## src/rtl/motoro3_pkg.sv

```systemverilog
//------------------------------------------------------------------------------
// motoro3_pkg -- shared sequencer encodings and the modulo-12 step helper.
// Rev 1.0
//------------------------------------------------------------------------------
`default_nettype none

package motoro3_pkg;

    typedef enum logic [1:0] {
        ST_IDLE = 2'd0,
        ST_ARM  = 2'd1,
        ST_RUN  = 2'd2,
        ST_LAST = 2'd3
    } m3_state_t;

    localparam logic [3:0] SG_STEP_IDLE  = 4'd15;
    localparam logic [3:0] SG_STEP_NUM   = 4'd12;
    localparam logic [3:0] SG_HALF_END_A = 4'd5;
    localparam logic [3:0] SG_HALF_END_B = 4'd11;

    // Explicit wrap so the index never visits 12..14.
    function automatic logic [3:0] sg_step_next(input logic [3:0] step, input logic rev);
        if (rev)
            return (step == 4'd0) ? SG_STEP_NUM - 4'd1 : step - 4'd1;
        else
            return (step >= SG_STEP_NUM - 4'd1) ? 4'd0 : step + 4'd1;
    endfunction

endpackage

`default_nettype wire

```

## src/rtl/motoro3_step_timer.sv

```systemverilog
//------------------------------------------------------------------------------
// motoro3_step_timer -- loadable per-step down-counter with First/Last decode.
// Rev 1.0
//------------------------------------------------------------------------------
`default_nettype none

module motoro3_step_timer #(
    parameter int CNT_W = 25
) (
    input  logic             clk,
    input  logic             nRst,
    input  logic             clear_i,
    input  logic             load_i,
    input  logic [CNT_W-1:0] loadVal_i,
    input  logic [CNT_W-1:0] period_i,
    input  logic             active_i,
    output logic [CNT_W-1:0] cnt_o,
    output logic             first2_o,
    output logic             first1_o,
    output logic             last2_o,
    output logic             last1_o
);

    logic [CNT_W-1:0] cnt_q;
    logic [CNT_W-1:0] cnt_d;

    always_comb begin
        cnt_d = cnt_q;
        if (clear_i)
            cnt_d = '0;
        else if (load_i)
            cnt_d = loadVal_i;
        else if (cnt_q != '0)
            cnt_d = cnt_q - CNT_W'(1);
    end

    always_ff @(negedge clk or negedge nRst) begin
        if (!nRst)
            cnt_q <= '0;
        else
            cnt_q <= cnt_d;
    end

    // period_i is never below 4 while active, so all four decodes are distinct.
    assign cnt_o    = cnt_q;
    assign first2_o = active_i && (cnt_q == period_i - CNT_W'(1));
    assign first1_o = active_i && (cnt_q == period_i - CNT_W'(2));
    assign last2_o  = active_i && (cnt_q == CNT_W'(1));
    assign last1_o  = active_i && (cnt_q == '0);

endmodule

`default_nettype wire

```

## src/rtl/motoro3_step_sequencer.sv

```systemverilog
//------------------------------------------------------------------------------
// motoro3_step_sequencer -- 12-substep commutation timebase shared by the phase PWMs.
// Rev 1.0
//------------------------------------------------------------------------------
`default_nettype none

module motoro3_step_sequencer
    import motoro3_pkg::*;
#(
    parameter int CNT_W      = 25,
    parameter int PERIOD_MIN = 4,
    parameter int CYC_W      = 16
) (
    input  logic             clk,
    input  logic             nRst,
    input  logic             m3r_runEn,
    input  logic             m3r_stopReq,
    input  logic             m3r_dirRev,
    input  logic [3:0]       m3r_startStep,
    input  logic [CNT_W-1:0] m3r_stepPeriod,
    output logic [3:0]       sgStep,
    output logic [CNT_W-1:0] m3cnt,
    output logic             m3cntFirst2,
    output logic             m3cntFirst1,
    output logic             m3cntLast2,
    output logic             m3cntLast1,
    output logic             pwmActive1,
    output logic             pwmLastStep1,
    output logic             cycDone,
    output logic [CYC_W-1:0] cycCnt
);

    m3_state_t        state_q, state_d;
    logic [3:0]       step_q, step_d;
    logic [CNT_W-1:0] period_q, period_d;
    logic [CYC_W-1:0] cyc_q, cyc_d;
    logic             cycDone_q, cycDone_d;
    logic             tmrLoad, tmrClear;

    logic [CNT_W-1:0] periodEff;
    logic [3:0]       startStep;
    logic [3:0]       stepNext;
    logic             stepWrap;

    assign periodEff = (m3r_stepPeriod < CNT_W'(PERIOD_MIN)) ? CNT_W'(PERIOD_MIN) : m3r_stepPeriod;
    assign startStep = (m3r_startStep >= SG_STEP_NUM) ? 4'd0 : m3r_startStep;
    assign stepNext  = sg_step_next(step_q, m3r_dirRev);
    assign stepWrap  = m3r_dirRev ? (step_q == 4'd0) : (step_q == SG_STEP_NUM - 4'd1);

    always_ff @(negedge clk or negedge nRst) begin
        if (!nRst) begin
            state_q   <= ST_IDLE;
            step_q    <= SG_STEP_IDLE;
            period_q  <= CNT_W'(PERIOD_MIN);
            cyc_q     <= '0;
            cycDone_q <= 1'b0;
        end else begin
            state_q   <= state_d;
            step_q    <= step_d;
            period_q  <= period_d;
            cyc_q     <= cyc_d;
            cycDone_q <= cycDone_d;
        end
    end

    always_comb begin
        state_d   = state_q;
        step_d    = step_q;
        period_d  = period_q;
        cyc_d     = cyc_q;
        cycDone_d = 1'b0;
        tmrLoad   = 1'b0;
        tmrClear  = 1'b0;
        case (state_q)
            ST_IDLE: begin
                if (m3r_runEn && !m3r_stopReq)
                    state_d = ST_ARM;
            end
            ST_ARM: begin
                if (!m3r_runEn) begin
                    state_d = ST_IDLE;
                end else begin
                    state_d  = ST_RUN;
                    step_d   = startStep;
                    period_d = periodEff;
                    cyc_d    = '0;
                    tmrLoad  = 1'b1;
                end
            end
            ST_RUN, ST_LAST: begin
                // Abort wins over everything, including a pending Last1 boundary.
                if (!m3r_runEn || (m3cntLast1 && state_q == ST_LAST)) begin
                    state_d  = ST_IDLE;
                    step_d   = SG_STEP_IDLE;
                    cyc_d    = '0;
                    tmrClear = 1'b1;
                end else if (m3cntLast1) begin
                    step_d   = stepNext;
                    period_d = periodEff;
                    tmrLoad  = 1'b1;
                    if (stepWrap) begin
                        cycDone_d = 1'b1;
                        cyc_d     = cyc_q + CYC_W'(1);
                    end
                    if (m3r_stopReq && (stepNext == SG_HALF_END_A || stepNext == SG_HALF_END_B))
                        state_d = ST_LAST;
                end
            end
            default: state_d = ST_IDLE;
        endcase
    end

    always_comb begin
        pwmActive1   = (state_q == ST_RUN) || (state_q == ST_LAST);
        pwmLastStep1 = (state_q == ST_LAST);
    end

    motoro3_step_timer #(
        .CNT_W (CNT_W)
    ) u_timer (
        .clk       (clk),
        .nRst      (nRst),
        .clear_i   (tmrClear),
        .load_i    (tmrLoad),
        .loadVal_i (periodEff - CNT_W'(1)),
        .period_i  (period_q),
        .active_i  (pwmActive1),
        .cnt_o     (m3cnt),
        .first2_o  (m3cntFirst2),
        .first1_o  (m3cntFirst1),
        .last2_o   (m3cntLast2),
        .last1_o   (m3cntLast1)
    );

    assign sgStep  = step_q;
    assign cycDone = cycDone_q;
    assign cycCnt  = cyc_q;

endmodule

`default_nettype wire

```

## config.mk

```make
export PLATFORM = sky130hd
export DESIGN_NAME = motoro3_step_sequencer
export DESIGN_NICKNAME = d
export VERILOG_FILES = /design/src/rtl/motoro3_pkg.sv /design/src/rtl/motoro3_step_timer.sv /design/src/rtl/motoro3_step_sequencer.sv
export SDC_FILE = /design/constraint.sdc
export NUM_CORES = 1
export LEC_CHECK = 0
export ABC_AREA = 1
export BUFFER_PORTS_ARGS = -buffer_cell sky130_fd_sc_hd__buf_2
export CAP_MARGIN = 10
export CELL_PAD_IN_SITES_DETAIL_PLACEMENT = 0
export CELL_PAD_IN_SITES_GLOBAL_PLACEMENT = 1
export CORE_MARGIN = 1.5
export CORE_UTILIZATION = 42
export DETAILED_ROUTE_END_ITERATION = 8
export HOLD_SLACK_MARGIN = 0.05
export PLACE_DENSITY_LB_ADDON = 0.1
export REMOVE_ABC_BUFFERS = 1
export SYNTH_ARGS = -nofsm -noshare
export SYNTH_HDL_FRONTEND = slang
export SYNTH_HIERARCHICAL = 1
export SYNTH_SLANG_ARGS = --single-unit
```

## constraint.sdc

```tcl
create_clock -name clk -period 3.44 [get_ports clk]
set_input_delay 0.688 -clock clk [delete_from_list [all_inputs] [get_ports clk]]
set_output_delay 0.688 -clock clk [all_outputs]
set_load 0.02 [all_outputs]
```

# Word level (Yosys, flattened, before mapping)
# Index checks and enable logic that the tools add are counted.
[totals]
regBits = 73
inputBits = 34
output_inout_bits = 52
wordCells = 93
[classes]
add_sub_neg = 7
n_mux = 38
n_reduce_logical = 23
eq_ne = 16
order_cmp = 3
[ops]
columns = ["op", "count"]
rows = [
  ["2-to-1 mux 25 bit", 7],
  ["subtractor 25 x 1 -> 25 bit, second input constant", 3],
  ["2-to-1 mux 16 bit", 4],
  ["== test 25 bit", 2],
  ["case mux 25 bit (2 select lines)", 1],
  ["case mux 16 bit (2 select lines)", 1],
  ["2-to-1 mux 4 bit", 7],
  ["== test 25 x 1 -> 1 bit, second input constant", 1],
  ["zero test 25 bit", 1],
  ["< comparator 25 x 3 -> 1 bit, second input constant", 1],
  ["nonzero test 25 bit", 1],
  ["subtractor 25 x 2 -> 25 bit, second input constant", 1],
  ["adder 16 x 1 -> 16 bit, second input constant", 1],
  ["2-to-1 mux 1 bit", 10],
  ["2-to-1 mux 2 bit", 5],
  ["!= test 3 bit, second input constant", 3],
  ["== test 4 bit, second input constant", 2],
  ["greater-or-equal comparator 4 bit, second input constant", 2],
  ["!= test 2 bit, second input constant", 4],
  ["case mux 4 bit (2 select lines)", 1],
  ["AND reduction 4 bit", 2],
  ["logical AND 1 bit", 7],
  ["case mux 2 bit (3 select lines)", 1],
  ["AND reduction 3 bit", 2],
  ["other kinds (13)", 17],
]

# Logic depth before layout (Yosys ltp)
[logic_depth]
word_depth = 10
ltp_mapped = 21
ltp_nobuf = 19

# By module
# The synthesis kept the hierarchy.
[by_module_without_submodules]
columns = ["mod", "instances", "cells_per_inst", "seq_area_each_um2", "area_per_inst_um2"]
rows = [
  ["motoro3_step_timer", 1, 634, 625.6, 3520.9],
  ["motoro3_step_sequencer", 1, 447, 1207.4, 3274.4],
]

==> metrics.cfg <==
[status]
status = finished, violations left
violations = negative setup slack

[worst_setup_path]
required_ps = 2750
critPathKind = register to primary output
end_kind = primary output
cpPeakStageDelay_ps = 540
worstPathCellList = inv_2, ha_4, or2_4, nand3_2, nor2_4, nand2_2, nor2_1, nand3_1, nor2_1, nand2_1, nor3_2, buf_4
path_common_cell = nor2_1
cpMaxStageDelayCell = dfstp_2
cp-start-kind = register
crit_arrival_ps = 4000
crit_fanout = 2

[sta]
worstMarginPinSlew_ps = 453
final-hold-violation-count = 0
rsz0062_at_grt = true
fin_tns_setup_ps = -18700
skew_ps = 60.6
layout_setup_ws_ps = -1240
whs_ps = 434
maxSlewViolCount = 0
finalSetupViolCount = 56
max_slew_margin_pct = 69.5

[global_routing]
grt-ovfl-total = 0
grt_max_degree = 30
antenna_found_initial = 0
first_global_vias = 7971
track_usage_pct = 30.3
grt_pass1_wl_um = 39500

[power_and_ir_drop]
power.density_nw_per_um2 = 828
ir_worst_vdd_uv = 477
power.leakage_nw = 5.70

[routing]
dr.pass1.iters = 5
avgRoutedWirePerCell_um = 15.5
ant_nets = 0
drtIter0Drc = 560
drc = 0
drt_wl_total_um = 26100
avgViaCountPerCell = 5.01
routed-via-count = 8445

[floorplanning]
die_w_um = 130
rows = 46
ioPinCount = 86
dieArea_um2 = 17000
core_um2 = 15800
initial_core_util_pct = 42.9
die_y_um = 130

[logic_synthesis]
synth_area_um2 = 6800
synth_area_leaders = dfrtn_1, nand2_1, nor2_1
synth-edff-count = 0
synth_async_sr_flop_share_pct = 100
synth_top_area_share_pct = 25.0
syn_area_per_cell_um2 = 6.29
ys_ff_latch = 73
syn_inst = 1081
synth_top_cell_by_area = dfrtn_1
yosysUniqueCellTypes = 56
synth_ff_type = dfrtn_1
yosysWarnings = 6
synth_seq_area_share_pct = 27.0

[clock_network]
cts_sinks = 73
cts_tree = done
clockRootBuffer = clkbuf_16
cts.reportedPaths.clkPinSlew_ps = 50
cts_buffer_depth = 2
htree_levels = 3
clk_latency_ps = 410
numCtsBuffers = 9

[placed_design]
port_buffers = 85
post-place-ws_ps = -1150
place_congestion = 0.893
hpwl_um = 19400

[finish]
fin_nets = 1505
insertedDiodeCount = 0
multiInputGateArea_um2 = 4770
fill_cells = 1367
register_area_um2 = 1830
drive_gt1_share_pct = 38.2
area_delta_synth_final_pct = 61.7

[job]
drv_cap = 0

[worst_hold_path]
hp-class = register to register

-- worst max-delay path, delay by kind of cell, from the launching register on --
family / cells / cell delay [ps]
adders and majority gates: 1 / 260
DFF: 1 / 540
and+or+nand+nor: 9 / 870
buffers and inverters: 2 / 220
-- flip-flops by register name, summed over array words and instances, names as in the netlist --
register	cells
cycCnt	16
cycDone	1
state_q	2
sgStep	4
period_q	25
u_timer/cnt_o	25
-- cells by family after synthesis --
kind of cell               after synthesis  synth area share, %
AOI/OAI and AO/OA                      112                 9.15
xor gates and xnor gates                50                 6.56
adders and majority gates                8                 1.47
buffers and inverters                  156                 9.22
DFF                                     73                 27.0
muxes                                    1                0.147
and+or+nand+nor                        681                 46.5
-- worst paths after layout --
kind,from,cells past startpoint,endpoint,slack [ps]
setup reg to reg,u_timer/cnt_o[2]$_DFFE_NN0P_,21,u_timer/cnt_o[0]$_DFFE_NN0P_,460
hold / removal,cycCnt[6]$_DFFE_NN0P_,1,cycCnt[6]$_DFFE_NN0P_,430
hold reg to reg,cycCnt[6]$_DFFE_NN0P_,1,cycCnt[6]$_DFFE_NN0P_,430
min in group asynchronous,nRst,1,u_timer/cnt_o[2]$_DFFE_NN0P_,1850
max in group asynchronous,nRst,2,period_q[13]$_DFFE_NN0P_,1090
setup / recovery,period_q[2]$_DFFE_NN1P_,12,m3cntFirst1,-1240
-- layout by cell type (no fill, tap or decap), types with 3 or more instances in the layout --
| cell | n |
|---|---|
| buf_12 | 10 |
| nor2_1 | 141 |
| o21ai_1 | 20 |
| dfrtn_1 | 68 |
| nor2_4 | 27 |
| nand3_2 | 8 |
| dfstp_2 | 5 |
| nor2_2 | 19 |
| clkbuf_16 | 10 |
| nand2_8 | 4 |
| xnor2_1 | 8 |
| buf_2 | 42 |
| o21ai_0 | 47 |
| nand3_1 | 79 |
| o21ai_2 | 4 |
| clkinvlp_4 | 3 |
| nand4_1 | 20 |
| nor3_2 | 4 |
| nand2_2 | 21 |
| buf_6 | 80 |
| or2_4 | 3 |
| nand3b_1 | 3 |
| inv_1 | 116 |
| nor2_8 | 3 |
| nand2_1 | 304 |
| nor3_1 | 13 |
| a21oi_1 | 21 |
| nor4_1 | 6 |
| buf_4 | 247 |
| xor2_1 | 38 |
| inv_4 | 4 |
| ha_1 | 4 |
| a211oi_1 | 3 |
| nand2_4 | 18 |
| ha_4 | 3 |
| inv_2 | 21 |
-- final cells by class --
cell class,count,area share [%]
Inverter,138,4.99
Clock inverter,11,0.763
Sequential cell,73,16.7
Tap cell,216,2.46
Clock buffer,10,2.17
Timing Repair Buffer,383,29.6
Multi-Input combinational cell,853,43.4
-- synthesized netlist by cell type, types with 2 or more instances --
library cell,number
nor2_2,14
ha_1,8
nand3b_1,3
o21ai_0,59
nand2_1,327
o21ai_1,9
xnor2_1,10
a21oi_1,22
nand3_2,2
nand2_2,6
inv_4,2
a21boi_0,2
buf_2,7
a211oi_1,4
nand3_1,86
inv_1,126
nand2_4,12
nor3_2,5
buf_4,2
or2_2,2
o21ai_2,3
dfrtn_1,68
nor2_4,13
nand4_1,20
o22ai_1,2
nor2_8,3
xor2_1,39
nor3_1,13
nor4_1,7
dfstp_2,5
inv_2,10
nor2_1,160
o21bai_1,2
clkbuf_1,5
o211ai_1,2
-- where the power goes --
| part | switching, W | internal [W] |
|---|---|---|
| Combinational | 0.00344 | 0.00298 |
| Clock | 0.000417 | 0.000590 |
| Sequential | 0.000453 | 0.00122 |
-- through the flow --
stage	utilization, %	instance area, um^2	instances	total power (W)
after detailed placement	58.1	9200	1596	0.00686
after global routing	69.4	11000	1684	0.00976
final	69.4	11000	1684	0.00910
after global placement	58.1	9200	1596	0.00683
after CTS	65.7	10400	1650	0.00856
after floorplan	-	6700	1064	0.00443
-- layer usage --
metal	vias to the layer above	global-route usage (%)	wire length [um]
met5	-	0	0
met3	63	3.61	1330
met1	3902	36.6	10600
li1	4202	-	-
met4	0	13.2	1030
met2	278	54.1	13100
-- what timing repair did --
item	in CTS	in global routing
cloned	1	2
endpoints found under the setup margin	60	76
pin swaps	38	73
buffers inserted	37	42
hold buffers	0	0
resized for setup	180	88
Power figures use the tool's default switching activity.
